===== src/rtl/pe_result_drain.sv =====
`default_nettype none
// +--------------------------------------------------------------------------+
// | Module      : pe_result_drain                                            |
// | Description : Reader end of a PE output stream. Sums KERNEL_SIZE         |
// |               consecutive unsigned products into one window result,      |
// |               buffers results in a small FIFO and drains them on a       |
// |               valid/ready handshake.                                     |
// | Revision    : 1.0 - initial release                                      |
// +--------------------------------------------------------------------------+
module pe_result_drain #(
   parameter int TOTAL_WIDTH = 16,
   parameter int KERNEL_SIZE = 9,   // >= 2
   parameter int ACC_WIDTH   = 20,  // >= TOTAL_WIDTH + clog2(KERNEL_SIZE)
   parameter int FIFO_DEPTH  = 4    // power of two, >= 2
) (
   input  logic                   clk,
   input  logic                   rst,
   input  logic [TOTAL_WIDTH-1:0] in_data,
   input  logic                   in_valid,
   output logic                   in_ready,
   input  logic                   clear,
   output logic [ACC_WIDTH-1:0]   out_data,
   output logic                   out_valid,
   input  logic                   out_ready,
   output logic                   busy
);

   localparam int CNT_W = $clog2(KERNEL_SIZE);
   localparam int PTR_W = $clog2(FIFO_DEPTH);
   localparam logic [CNT_W-1:0] C_LAST  = CNT_W'(KERNEL_SIZE - 1);
   localparam logic [PTR_W:0]   C_DEPTH = (PTR_W + 1)'(FIFO_DEPTH);

   // State encoding is relied upon by external observers: IDLE=0, ACCUM=1, STALL=2.
   typedef enum logic [1:0] {
      ST_IDLE  = 2'd0,
      ST_ACCUM = 2'd1,
      ST_STALL = 2'd2
   } state_t;

   state_t                 state_q, state_d;
   logic [ACC_WIDTH-1:0]   acc_q, acc_d;
   logic [CNT_W-1:0]       count_q, count_d;
   logic [PTR_W-1:0]       wr_ptr_q, wr_ptr_d;
   logic [PTR_W-1:0]       rd_ptr_q, rd_ptr_d;
   logic [PTR_W:0]         occ_q, occ_d;
   logic [ACC_WIDTH-1:0]   mem_q [FIFO_DEPTH];

   logic                   accept;
   logic                   last_sample;
   logic                   push;
   logic                   pop;
   logic [ACC_WIDTH-1:0]   sum;

   // Outputs come straight from registered state; out_ready never reaches in_ready.
   assign in_ready  = (state_q != ST_STALL);
   assign busy      = (state_q != ST_IDLE);
   assign out_valid = (occ_q != '0);
   assign out_data  = out_valid ? mem_q[rd_ptr_q] : '0;

   // Next-state computation for accumulator, window counter, FIFO pointers and FSM.
   always_comb begin
      accept      = in_valid && in_ready;
      last_sample = (count_q == C_LAST);
      sum         = acc_q + ACC_WIDTH'(in_data);
      // clear discards the presented sample, so it can never complete a window
      push        = accept && last_sample && !clear;
      pop         = out_valid && out_ready;

      acc_d    = acc_q;
      count_d  = count_q;
      wr_ptr_d = wr_ptr_q;
      rd_ptr_d = rd_ptr_q;
      occ_d    = occ_q;

      if (clear) begin
         acc_d   = '0;
         count_d = '0;
      end else if (accept) begin
         if (last_sample) begin
            acc_d   = '0;
            count_d = '0;
         end else begin
            acc_d   = sum;
            count_d = count_q + 1'b1;
         end
      end

      if (push) wr_ptr_d = wr_ptr_q + 1'b1;
      if (pop)  rd_ptr_d = rd_ptr_q + 1'b1;

      case ({push, pop})
         2'b10:   occ_d = occ_q + 1'b1;
         2'b01:   occ_d = occ_q - 1'b1;
         default: occ_d = occ_q;
      endcase

      // State mirrors the next counter/occupancy so in_ready and busy stay registered.
      if (count_d == '0)
         state_d = ST_IDLE;
      else if ((count_d == C_LAST) && (occ_d == C_DEPTH))
         state_d = ST_STALL;
      else
         state_d = ST_ACCUM;
   end

   // Control state with asynchronous reset; reset drops all partial and buffered results.
   always_ff @(posedge clk or posedge rst) begin
      if (rst) begin
         state_q  <= ST_IDLE;
         acc_q    <= '0;
         count_q  <= '0;
         wr_ptr_q <= '0;
         rd_ptr_q <= '0;
         occ_q    <= '0;
      end else begin
         state_q  <= state_d;
         acc_q    <= acc_d;
         count_q  <= count_d;
         wr_ptr_q <= wr_ptr_d;
         rd_ptr_q <= rd_ptr_d;
         occ_q    <= occ_d;
      end
   end

   // Result storage; contents are only visible while occupancy marks them valid.
   always_ff @(posedge clk) begin
      if (push) mem_q[wr_ptr_q] <= sum;
   end

endmodule
`default_nettype wire


===== config.mk =====
export PLATFORM = sky130hd
export DESIGN_NAME = pe_result_drain
export DESIGN_NICKNAME = d
export VERILOG_FILES = /design/src/rtl/pe_result_drain.sv
export SDC_FILE = /design/constraint.sdc
export NUM_CORES = 1
export LEC_CHECK = 0
export ABC_CLOCK_PERIOD_IN_PS = 2870
export BUFFER_PORTS_ARGS = -buffer_cell sky130_fd_sc_hd__buf_4
export CAP_MARGIN = 20
export CORE_ASPECT_RATIO = 1.75
export CORE_MARGIN = 2
export CORE_UTILIZATION = 45
export DETAILED_ROUTE_END_ITERATION = 7
export SYNTH_ARGS = -nofsm -noshare
export SYNTH_HDL_FRONTEND = slang
export SYNTH_SLANG_ARGS = --single-unit

===== constraint.sdc =====
create_clock -name clk -period 2.87 [get_ports clk]
set_input_delay 0 -clock clk [delete_from_list [all_inputs] [get_ports clk]]
set_output_delay 0 -clock clk [all_outputs]
set_load 0.01 [all_outputs]

* Yosys cells after proc, flatten, opt, wreduce, memory -nomap -nowiden *
Memory sizes are Yosys's and may differ from the RTL's.
Cells that the tools add are included.

word-level totals
  memory bits (writable) = 80
  word-level logic and storage cells = 41
  output and inout bits = 23
  input port bits = 21
  memories kept = 1
  flip-flop bits (word level) = 33

operators by class
  add/sub/neg operators = 6
  reduce and logical (&&, ||, !) cells = 10
  muxes and demuxes = 12
  equal/unequal tests = 6

memory list
  memory  depth  width  read ports  clocked after Yosys merged registers in  write ports  RTL line  text
  mem_q   4      20     1           0                                        1            46        logic [ACC_WIDTH-1:0] mem_q [FIFO_DEPTH];

operators by type and width
  cell                                                                    number
  20-bit 2-to-1 mux                                                       4
  20-bit by 16-bit adder with 20-bit output                               1
  4-bit 2-to-1 mux                                                        3
  4-bit equality test (second input constant)                             2
  3-bit one-hot mux with 2 select lines                                   1
  1-bit logical AND                                                       5
  2-bit by 1-bit adder with 2-bit output (second input constant)          2
  4-bit by 1-bit adder with 4-bit output (second input constant)          1
  4-bit logical NOT                                                       1
  2-bit 2-to-1 mux                                                        2
  2-bit nonzero test                                                      2
  3-bit by 1-bit adder with 3-bit output (second input constant)          1
  3-bit equality test (second input constant)                             1
  3-bit nonzero test                                                      1
  3-bit by 1-bit subtractor with 3-bit output (second input constant)     1
  2-bit by 1-bit equality test with 1-bit output (second input constant)  1
  2-bit equality test (second input constant)                             1
  1-bit 2-to-1 mux                                                        2
  2-bit inequality test (second input constant)                           1
  1-bit logical NOT                                                       1

* Depth between registers and ports, before layout *
Gate-level depths: netlist (run 1).

  word-level depth = 10
  mapped depth = 13

* Least setup slack after synthesis (run 1) *
No wires, ideal clock.

  kind = register to register
  from = reg state_q[1]
  to = reg state_q[1]
  arrival time = 2.575 ns
  stages on the path, launching flop included = 13
  required time = 2.803 ns
  slack = 0.229 ns
  path buffers = 0
  path through = dfrtp_1 > nand2b_1 > nand2_1 > nor4_1 > inv_1 > ha_1 > inv_1 > fa_1 > xor2_1 > nor2_1 > xor2_1 > nor3b_1 > and3_1

on the way
  word-level cells in the longest chain between the ends = 10

ends and longest elaborated chain
  element                                                                                RTL line  text
  start, declared                                                                        40        state_t state_q, state_d;
  start signal, assigned                                                                 116       state_q <= state_d;
  2-bit inequality test *                                                                55        assign in_ready = (state_q != ST_STALL);
  net in_ready                                                                           20        output logic in_ready,
  1-bit logical AND *                                                                    62        accept = in_valid && in_ready;
  1-bit logical AND * (2 in series)                                                      66        push = accept && last_sample && !clear;
  2-bit by 1-bit equality test with 1-bit output or 2-bit equality test (tied branches)  91        case ({push, pop})
  3-bit one-hot mux with 2 select lines *                                                91
  net occ_d[2]                                                                           45        logic [PTR_W:0] occ_q, occ_d;
  3-bit equality test *                                                                  100       else if ((count_d == C_LAST) && (occ_d == C_DEPTH))
  1-bit logical AND *                                                                    100
  2-bit 2-to-1 mux *                                                                     100
  2-bit 2-to-1 mux *                                                                     98        if (count_d == '0)
  net state_d[1]                                                                         40

The timed path passes the listed nets; every way through them passes the cells marked *.
A chain may end at the register's enable or synchronous reset.

* Final worst setup path (run 1) *
  from = reg acc_q[4]
  to = mem mem_q[1][13], data pin

on the way
  word-level cells in the longest chain between the ends = 1

ends and longest elaborated chain
  element                                    RTL line  text
  start, declared                            41        logic [ACC_WIDTH-1:0] acc_q, acc_d;
  start signal, assigned                     110       acc_q <= '0;
  start signal, assigned                     117       acc_q <= acc_d;
  20-bit by 16-bit adder with 20-bit output  64        sum = acc_q + ACC_WIDTH'(in_data);
  net sum[13]                                52        logic [ACC_WIDTH-1:0] sum;
  end, declared                              46

The timed path passes the listed nets, and every way through them passes these cells.

==> results.md, run 1 <==
- Total gr overflow: 0
- Top Metal Used: met4
- Starting Density: 46.2%
- Die height: 149 um
- Die footprint: 0.0129 mm2
- Endpoints failing setup: 0
- DRT antenna net count: 0
- CTS tree: built
- Fin. max-slew vios: 0
- Initial antenna violation count: 0
- Placed Cells: 573
- Worst-margin pin slew: 0.559 ns
- DR WL/cell: 18.4 um
- Antenna cells: 0
- Pwr dens: 865 mW/mm2
- Postcts setup bufs: 0
- Fin area: 0.00655 mm2
- CTS Buf Count: 17
- Synth Flop Type: edfxtp_1
- Peak fanout along the critical path: 4
- Maximum vdd ir drop: 0.543 mV
- Leakage power: 2.64 nW
- Crit path launch type: flop
- Rel. slew slack: 62.5%
- Net Count, Synth: 442
- Mean Syn Cell Area: 13.6 um2
- Clock power share: 36.7%
- Met2 WL: 6.10 mm
- Hold Crit Start: in_data[0]
- Syn Inst Count: 396
- WP data arrival: 2.83 ns
- Io pins: 44
- Setup CP Type: reg -> reg
- Post-synthesis sequential area ratio: 60.0%
- Flops & latches, synth: 113
- Hold path depth: 2
- Crit path time final: 2.68 ns
- Largest net degree at the start of global routing: 34
- Cell Count, Final, Fillers Out: 609
- Vias in the first global route: 3538
- Count of flip-flops with a built-in enable after synthesis: 80
- Dpl cell area: 0.00592 mm2
- FF-to-FF End: mem_q[1][13]
- Crit share post-route: 93.6%
- # DRC: 0
- Placer Congestion: 0.889
- Asr flop ratio synth: 29.2%
- # port buffers: 43
- Reg2Reg Setup Slack: 0.19 ns
- Initial DRC Count: 227
- Via/cell ratio: 5.58
- Final WL: 11.2 mm
- Post-Syn Area: 0.00538 mm2
- Final net count: 507
- Share of layout cells above drive strength 1: 22.4%
- Reg power frac: 35.0%
- Worst r2r src: acc_q[4]
- Worst hold path class: in -> reg
- Worst skew pair latency: 0.41 ns
- Final hold vios: 0
- Clock Sinks: 113
- CTS Buffer Depth: 2
- Max incr delay on CP: 0.44 ns
- WL met3: 404 um
- Psw: 1.58 mW
- Max Clk Rate: 372 MHz
- Post-detail-place hpwl: 7.65 mm
- H-tree Lvls: 4
- Width of the die: 86.7 um
- Clock Root Buffer: clkbuf_16
- Comb power frac: 28.3%
- Setup total negative slack: 0 ns
- Site Rows: 52
- CP required: 3.01 ns
- Worst path cell trace: ha_1, and2_1, a221o_1, o21ai_1, a21oi_1, or4_1, and2_1
- First-pass GRT wire length: 17.9 mm
- FF-to-FF path depth: 7
- Internal power: 4.09 mW
- Status: complete, no violations
- Core Area: 0.0116 mm2
- GRT Total Usage: 18.7%
- Max-cap violations: 0
- Clock transition at path regs: 0.06 ns
- Final-layout fill cell count: 951
- Cell repeated most along the worst path: and2_1
- WHS Endpoint: mem_q[2][0]
- DR pass1 iterations: 4
- CP max-delay cell: or4_1
- RSZ-0062 raised after global routing: false
- Area Growth Syn to Fin: 21.7%
- CP endpoint kind: flop
- YS warnings: 0
- Synth cell types: 47
- Final Skew: 0.00796 ns
- Metal-1 WL: 4.47 mm
- Switching share of total power: 27.8%
- Detailed-route via count: 3397
[power groups by stage]
stage / Sequential (mW) / Clock [mW] / Combinational (mW)
after floorplan: 2.00 / 0 / 1.07
after global placement: 2.01 / 0 / 1.60
after detailed placement: 2.01 / 0 / 1.62
after CTS: 1.98 / 2.12 / 1.64
after global routing: 1.99 / 2.19 / 1.76
final: 1.98 / 2.08 / 1.60
[worst max path at each step]
stage / from / end / slack (ns) / cells after the start
final: acc_q[4] / mem_q[1][13] / 0.19 / 7
after global routing: state_q[0] / state_q[0] / 0.05 / 12
after CTS: acc_q[0] / mem_q[3][16] / 0.08 / 9
after detailed placement: acc_q[0] / mem_q[3][16] / 0.18 / 9
after global placement: acc_q[4] / mem_q[0][13] / 0.28 / 7
after floorplan: state_q[1] / state_q[1] / 0.23 / 12
[Yosys cell counts, types with 2 or more instances]
master	instances	area share (%)
fa_1	2	0.74
edfxtp_1	80	45
clkbuf_1	11	0.77
mux2i_1	2	0.37
o21ai_0	18	1.7
xnor2_1	14	2.3
or2_2	2	0.23
o31ai_1	2	0.28
nand3_1	8	0.74
dfrtp_1	33	15
and3_1	4	0.46
or3_1	4	0.46
a211oi_1	4	0.56
nor3_1	4	0.37
and2_1	29	3.4
mux4_2	20	8.4
a22o_1	13	2.1
a21o_1	3	0.42
inv_1	16	1.1
nand2b_1	3	0.35
nor2_1	22	1.5
ha_1	23	5.3
nand2_1	26	1.8
a32o_1	2	0.37
a21oi_1	21	2.0
o211ai_1	2	0.28
xor2_1	8	1.3
[stage by stage]
stage / worst slack [ns] / total power, mW / utilization (%) / hold WS [ns]
2_1_floorplan: 0.229 / 3.07 / - / 0.129
3_3_place_gp: 0.279 / 3.61 / 50.8 / 0.135
3_5_place_dp: 0.176 / 3.64 / 50.8 / 0.138
4_1_cts: 0.0840 / 5.74 / 56.2 / 0.0449
5_1_grt: 0.0453 / 5.94 / 56.3 / 0.0506
6_report: 0.185 / 5.67 / 56.3 / 0.0571
[layout by cell type, fill, tap and decap left out, types with 4 or more instances in the layout]
cell type / instances
edfxtp_1: 80
nor2_1: 22
dfrtp_1: 33
o21ai_0: 18
inv_1: 16
nand2_1: 26
nand3_1: 8
and3_1: 4
or3_1: 4
ha_1: 23
and2_1: 29
a22o_1: 13
xnor2_1: 14
xor2_1: 8
dlygate4sd3_1: 4
mux4_2: 20
clkbuf_16: 17
a21oi_1: 21
buf_4: 55
[flip-flops by register name (all words and copies together), names as in the netlist]
name / count
wr_ptr_q: 2
mem_q: 80
state_q: 2
count_q: 4
occ_q: 3
acc_q: 20
rd_ptr_q: 2
[worst max-delay path: cells and delay by family (launching register included)]
kind	cells	cell delay [ns]
AND/OR/NAND/NOR	3	0.84
AO/OA/AOI/OAI	3	0.84
flip-flops	1	0.39
adder cells (fa/ha/maj)	1	0.34
[final cells by class]
| cell class | count | area [um2] | area share, % |
|---|---|---|---|
| sequential | 113 | 3230 | 49.3 |
| multi-input combinational | 254 | 2050 | 31.4 |
| timing repair buffer | 59 | 453 | 6.91 |
| clock buffer | 21 | 450 | 6.87 |
| tap | 135 | 169 | 2.58 |
| clock inverter | 11 | 138 | 2.10 |
| inverter | 16 | 60.1 | 0.917 |
[per-layer routing]
metal,track usage [%],vias up
met2,33.2,69
met5,0,-
met3,4.50,16
li1,-,1623
met4,8.36,0
met1,20.9,1689
[repair_timing]
action                                  4_1_cts  5_1_grt
gates resized for setup                       0        1
endpoints found under the hold margin        38        0
endpoints found under the setup margin        0        4
hold buffers                                  4        0
[cell families (layout without fill, tap and decap cells)]
group | after synthesis | count (layout) | synth area share [%]
simple gates | 108 | 108 | 10.2
compound gates | 77 | 77 | 9.41
flops | 113 | 113 | 60.0
fa+ha+maj | 25 | 25 | 6.09
mux | 22 | 22 | 8.74
xor+xnor | 22 | 22 | 3.58
buf+inv | 29 | 107 | 2.05
Power figures use the tool's default switching activity.
==> inputs of run 2 (changes only) <==
--- a/config.mk
+++ b/config.mk
@@ -12,6 +12,8 @@
 export CORE_MARGIN = 2
 export CORE_UTILIZATION = 45
 export DETAILED_ROUTE_END_ITERATION = 7
+export PLACE_DENSITY = 0.72
+export SKIP_CTS_REPAIR_TIMING = 1
 export SYNTH_ARGS = -nofsm -noshare
 export SYNTH_HDL_FRONTEND = slang
 export SYNTH_SLANG_ARGS = --single-unit
==> run 2 against run 1 <==
Compared with the run above:
- via count grew 1.4%
- die area unchanged
- maximum frequency decreased by 3.1%
- largest cell class unchanged
- clock-buffer cell count shrank 2
- cell count stayed put
- first-iteration DRC count down 2.2%
- global-route usage about the same
- worst setup slack got worse by 0.084 ns
- non-clock buffer count unchanged
- critical path depth stayed put
==> results.md, run 2 (synthesis gave the netlist of run 1 again) <==
- Metal-1 WL: 4.21 mm (-5.8%)
- Met2 WL: 6.23 mm (+2.1%)
- # port buffers: 43 (unchanged)
- Top reg by flops: mem_q
- Switching share of total power: 28.8% (+0.99 points)
- Status: complete, no violations
- Via/cell ratio: 5.66 (+1.4%)
- Core Area: 0.0116 mm2 (unchanged)
- Clock Root Buffer: clkbuf_16
- H-tree Lvls: 4 (unchanged)
- Top Metal Used: met4
- Rel. slew slack: 62.7% (+0.21 points)
- DR pass1 iterations: 4 (unchanged)
- Internal power: 4.05 mW (-0.93%)
- Top Registers: mem_q x80, acc_q x20, count_q x4
- Clock Sinks: 113 (unchanged)
- Worst-margin pin slew: 0.556 ns (-0.00317 ns)
- Final-layout fill cell count: 911 (-4.2%)
- Psw: 1.64 mW (+4.0%)
- Post-detail-place hpwl: 7.55 mm (-1.3%)
- Detailed-route via count: 3445 (+1.4%)
- CP endpoint kind: flop
- Max incr delay on CP: 0.44 ns (about the same)
- Setup CP Type: reg -> reg
- Width of the die: 86.7 um (unchanged)
- Total gr overflow: 0 (unchanged)
- Largest register FFs: 80 (unchanged)
- Endpoints failing setup: 0 (unchanged)
- Crit path launch type: flop
- Die height: 149 um (unchanged)
- DRT antenna net count: 0 (unchanged)
- Clock transition at path regs: 0.06 ns (about the same)
- Area Growth Syn to Fin: 22.1%
- DR WL/cell: 18.1 um (-1.6%)
- Worst path cell trace: ha_1, and2_1, a221o_1, o21ai_1, a21oi_1, or4_1, and2_1
- CP required: 3.01 ns (about the same)
- First-pass GRT wire length: 18.1 mm (+1.3%)
- Worst hold path class: in -> reg
- Worst skew pair latency: 0.40 ns (about the same)
- Pwr dens: 866 mW/mm2 (+0.17%)
- Peak fanout along the critical path: 4 (unchanged)
- WL met3: 337 um (-17%)
- Max-cap violations: 0 (unchanged)
- Final worst setup slack: 0.101 ns (-0.0845 ns)
- Die footprint: 0.0129 mm2 (unchanged)
- Crit share post-route: 96.5% (+2.9 points)
- Initial antenna violation count: 0 (unchanged)
- RSZ-0062 raised after global routing: false
- CTS Buf Count: 17 (unchanged)
- Reg power frac: 34.6% (-0.4 points)
- Final hold vios: 0 (unchanged)
- Comb power frac: 28.4% (about the same)
- Share of layout cells above drive strength 1: 23.4% (+1.1 points)
- FF+latch area: 0.00323 mm2 (unchanged)
- Starting Density: 46.2% (unchanged)
- CTS Buffer Depth: 2 (unchanged)
- WP data arrival: 2.90 ns (+0.07 ns)
- Max Clk Rate: 361 MHz (-3.1%)
- Commonest non-fill, non-tap cells in the layout: 80 x edfxtp_1, 55 x buf_4, 33 x dfrtp_1
- Commonest non-fill, non-tap cell in the layout: edfxtp_1
- Maximum vdd ir drop: 0.501 mV (-7.7%)
- Clock power share: 37.0% (+0.3 points)
- CTS tree: built
- Cell repeated most along the worst path: and2_1
- Final WL: 11.0 mm (-1.6%)
- Initial DRC Count: 222 (-2.2%)
- Crit path time final: 2.77 ns (+0.0845 ns)
- Fin. max-slew vios: 0 (unchanged)
- # DRC: 0 (unchanged)
- Antenna cells: 0 (unchanged)
- Final net count: 507 (unchanged)
- Io pins: 44 (unchanged)
- Placer Congestion: 0.868 (-2.4%)
- Leakage power: 2.65 nW (+0.44%)
- CP max-delay cell: or4_1
- Multi-input logic area: 0.00206 mm2 (about the same)
- Largest net degree at the start of global routing: 34 (unchanged)
- Site Rows: 52 (unchanged)
- Vias in the first global route: 3696 (+4.5%)
- Pre-CTS setup slack: 0.213 ns (+0.0373 ns)
- Setup total negative slack: 0 ns (unchanged)
- GRT Total Usage: 18.7% (about the same)
- Final Skew: 0.00999 ns (+0.00203 ns)
[run 2: area by class of cell]
class                           instances  area share [%]
Sequential cell                       113            49.1
Multi-Input combinational cell        254            31.3
Clock buffer                           19            6.89
Timing Repair Buffer                   59            6.89
Tap cell                              135            2.57
Clock inverter                         13            2.30
Inverter                               16           0.914
[run 2: worst paths after layout]
check                           cells after the start      endpoint  startpoint  slack [ns]
worst max register to register                      7  mem_q[0][13]    acc_q[4]        0.10
min in group asynchronous                           4      acc_q[3]         rst        0.25
worst max-delay path                                7  mem_q[0][13]    acc_q[4]        0.10
max in group asynchronous                           4     acc_q[11]         rst        2.29
worst min-delay path                                2   mem_q[1][0]  in_data[0]        0.04
worst min register to register                      1      occ_q[2]    occ_q[2]        0.49
[run 2: worst max-delay path: cells and delay by family, from the launching register on]
kind            cells  cell delay, ns
simple gates        3            0.87
fa+ha+maj           1            0.35
compound gates      3            0.90
flops               1            0.39
[run 2: layer usage]
layer,track usage [%],up-vias
met1,20.2,1730
met3,3.39,16
met5,0,-
li1,-,1624
met4,7.89,0
met2,34.9,75
[run 2: through the flow]
stage / area (um2) / total power [mW] / util [%] / cells / hold slack (ns)
2_1_floorplan: 5380 / 3.07 / - / 396 / 0.129
3_3_place_gp: 5920 / 3.58 / 50.8 / 573 / 0.132
3_5_place_dp: 5920 / 3.62 / 50.8 / 573 / 0.134
4_1_cts: 6520 / 5.74 / 56.0 / 605 / -0.299
5_1_grt: 6570 / 5.95 / 56.4 / 609 / 0.0648
6_report: 6570 / 5.69 / 56.4 / 609 / 0.0438
[run 2: power by group through the flow]
stage               Clock, mW  Sequential [mW]  Combinational, mW
CTS                      2.13             1.97               1.64
global placement            0             1.99               1.59
detailed placement          0             2.00               1.62
global route             2.19             1.98               1.78
finish                   2.11             1.97               1.62
floorplan                   0             2.00               1.07
==> inputs of run 3 (changes only) <==
--- a/config.mk
+++ b/config.mk
@@ -5,7 +5,7 @@
 export SDC_FILE = /design/constraint.sdc
 export NUM_CORES = 1
 export LEC_CHECK = 0
-export ABC_CLOCK_PERIOD_IN_PS = 2870
+export ABC_CLOCK_PERIOD_IN_PS = 2600
 export BUFFER_PORTS_ARGS = -buffer_cell sky130_fd_sc_hd__buf_4
 export CAP_MARGIN = 20
 export CORE_ASPECT_RATIO = 1.75
==> constraint.sdc (replaced) <==
create_clock -name clk -period 2.6 [get_ports clk]
set_input_delay 0 -clock clk [delete_from_list [all_inputs] [get_ports clk]]
set_output_delay 0 -clock clk [all_outputs]
set_load 0.01 [all_outputs]
==> run 3 against run 2 <==
Compared with the run above:
- utilization is 1.3 points higher
- critical path depth down 1
- clock power rose by 5%
- maximum frequency up 11%
- non-clock buffer count is 14 higher
- global-route usage grew 0.19 points
- combinational power is 16% higher
- largest power group unchanged
==> results.md, run 3 (synthesis gave the netlist of run 1 again) <==
- DR pass1 iterations: 4 (unchanged)
- Die height: 149 um (unchanged)
- Clock Root Buffer: clkbuf_16
- First-pass GRT wire length: 18.0 mm (-0.46%)
- Peak fanout along the critical path: 5 (+1)
- Post-detail-place hpwl: 7.65 mm (+1.4%)
- Commonest non-fill, non-tap cell in the layout: edfxtp_1
- Max Clk Rate: 402 MHz (+11%)
- Core Util, Final: 57.7% (+1.3 points)
- Crit share post-route: 95.6% (-0.92 points)
- Final WL: 11.5 mm (+4.2%)
- Crit path launch type: flop
- Hold path depth: 2 (unchanged)
- Share of layout cells above drive strength 1: 28.3% (+4.9 points)
- GRT Total Usage: 18.9% (+0.19 points)
- WP data arrival: 2.63 ns (-0.27 ns)
- Initial antenna violation count: 0 (unchanged)
- Top reg by flops: mem_q
- Fin. max-slew vios: 0 (unchanged)
- Die footprint: 0.0129 mm2 (unchanged)
- Setup CP Type: reg -> reg
- Worst-margin pin slew: 0.535 ns (-0.0210 ns)
- Leakage power: 2.73 nW (+2.9%)
- CTS Buf Count: 17 (unchanged)
- Top Registers: mem_q x80, acc_q x20, count_q x4
- Core Area: 0.0116 mm2 (unchanged)
- Width of the die: 86.7 um (unchanged)
- Dpl cell area: 0.00599 mm2 (+1.1%)
- Initial DRC Count: 244 (+9.9%)
- Site Rows: 52 (unchanged)
- H-tree Lvls: 4 (unchanged)
- Status: complete, no violations
- Worst skew pair latency: 0.41 ns (about the same)
- Io pins: 44 (unchanged)
- Cell Count, Final, Fillers Out: 623 (+2.3%)
- Setup total negative slack: 0 ns (unchanged)
- Final hold vios: 0 (unchanged)
- Fin area: 0.00672 mm2 (+2.3%)
- Maximum vdd ir drop: 0.631 mV (+26%)
- Reg2Reg Setup Slack: 0.11 ns (about the same)
- Largest net degree at the start of global routing: 34 (unchanged)
- CTS Buffer Depth: 2 (unchanged)
- # port buffers: 43 (unchanged)
- CP endpoint kind: flop
- Via/cell ratio: 5.64 (-0.23%)
- # DRC: 0 (unchanged)
- Worst hold path class: in -> reg
- Rel. slew slack: 64.1% (+1.3 points)
- Placer Congestion: 0.885 (+2.0%)
- Pwr dens: 935 mW/mm2 (+7.9%)
- DRT antenna net count: 0 (unchanged)
- Final net count: 521 (+2.8%)
- Commonest non-fill, non-tap cells in the layout: 80 x edfxtp_1, 69 x buf_4, 32 x dfrtp_1
- Largest register FFs: 80 (unchanged)
- Starting Density: 46.2% (unchanged)
- Vias in the first global route: 3592 (-2.8%)
- Antenna cells: 0 (unchanged)
- Clock Sinks: 113 (unchanged)
- Total gr overflow: 0 (unchanged)
- DR WL/cell: 18.4 um (+1.8%)
- Area Growth Syn to Fin: 24.9%
- Endpoints failing setup: 0 (unchanged)
- Crit path time final: 2.49 ns (-0.284 ns)
- CTS tree: built
- Final Skew: 0.00746 ns (-0.00253 ns)
- FF-to-FF path depth: 6 (-1)
- Detailed-route via count: 3516 (+2.1%)
- Placed Cells: 581 (+1.4%)
- CP required: 2.75 ns (-0.26 ns)
- Max-cap violations: 0 (unchanged)
- Clock transition at path regs: 0.05 ns (about the same)
-- run 3: changes by cell type in the layout (fill, tap and decap cells not counted), moves of 3 or more --
cell and change:
clkinv_2 +3, inv_6 -5, buf_4 +14, clkbuf_1 +3
-- run 3: power breakdown --
part           switching, mW  internal (mW)
Sequential            0.0577           2.13
Combinational          0.939          0.940
Clock                  0.770           1.45
-- run 3: worst paths after layout --
path	to	start
setup / recovery	mem_q[3][13]	acc_q[6]
hold / removal	mem_q[3][0]	in_data[0]
setup reg to reg	mem_q[3][13]	acc_q[6]
hold reg to reg	rd_ptr_q[1]	rd_ptr_q[1]
max in group asynchronous	acc_q[15]	rst
min in group asynchronous	wr_ptr_q[0]	rst
-- run 3: layer usage --
| metal | vias to the layer above | wire length, um | global-route usage, % |
|---|---|---|---|
| met1 | 1751 | 4500 | 21.4 |
| met4 | 0 | 365 | 9.92 |
| li1 | 1639 | - | - |
| met5 | - | 0 | 0 |
| met2 | 98 | 6130 | 32.2 |
| met3 | 28 | 461 | 5.05 |
-- run 3: area by class of cell --
class | instances | area, um2
well taps | 135 | 169
inverters | 16 | 60.1
multi-input cells | 254 | 2130
clock inverters | 10 | 113
repair buffers | 73 | 558
flip-flops and latches | 113 | 3230
clock buffers | 22 | 464
fillers | 898 | 4920
-- run 3: through the flow --
| stage | hold WS, ns | worst slack, ns | power [mW] |
|---|---|---|---|
| after floorplan | 0.129 | 0.162 | 3.39 |
| after global placement | 0.137 | -0.00442 | 4.00 |
| after detailed placement | 0.133 | -0.0229 | 4.04 |
| after CTS | -0.302 | -0.0708 | 6.28 |
| after global routing | 0.0242 | -0.0349 | 6.60 |
| final | 0.0139 | 0.115 | 6.29 |
-- run 3: critical path: stages (launching register included) --
cell and delay, ns:
dfrtp_1 0.38, ha_1 0.36, a21o_1 0.21, a31oi_1 0.46, a21oi_1 0.15, or4_1 0.45, and2_1 0.21
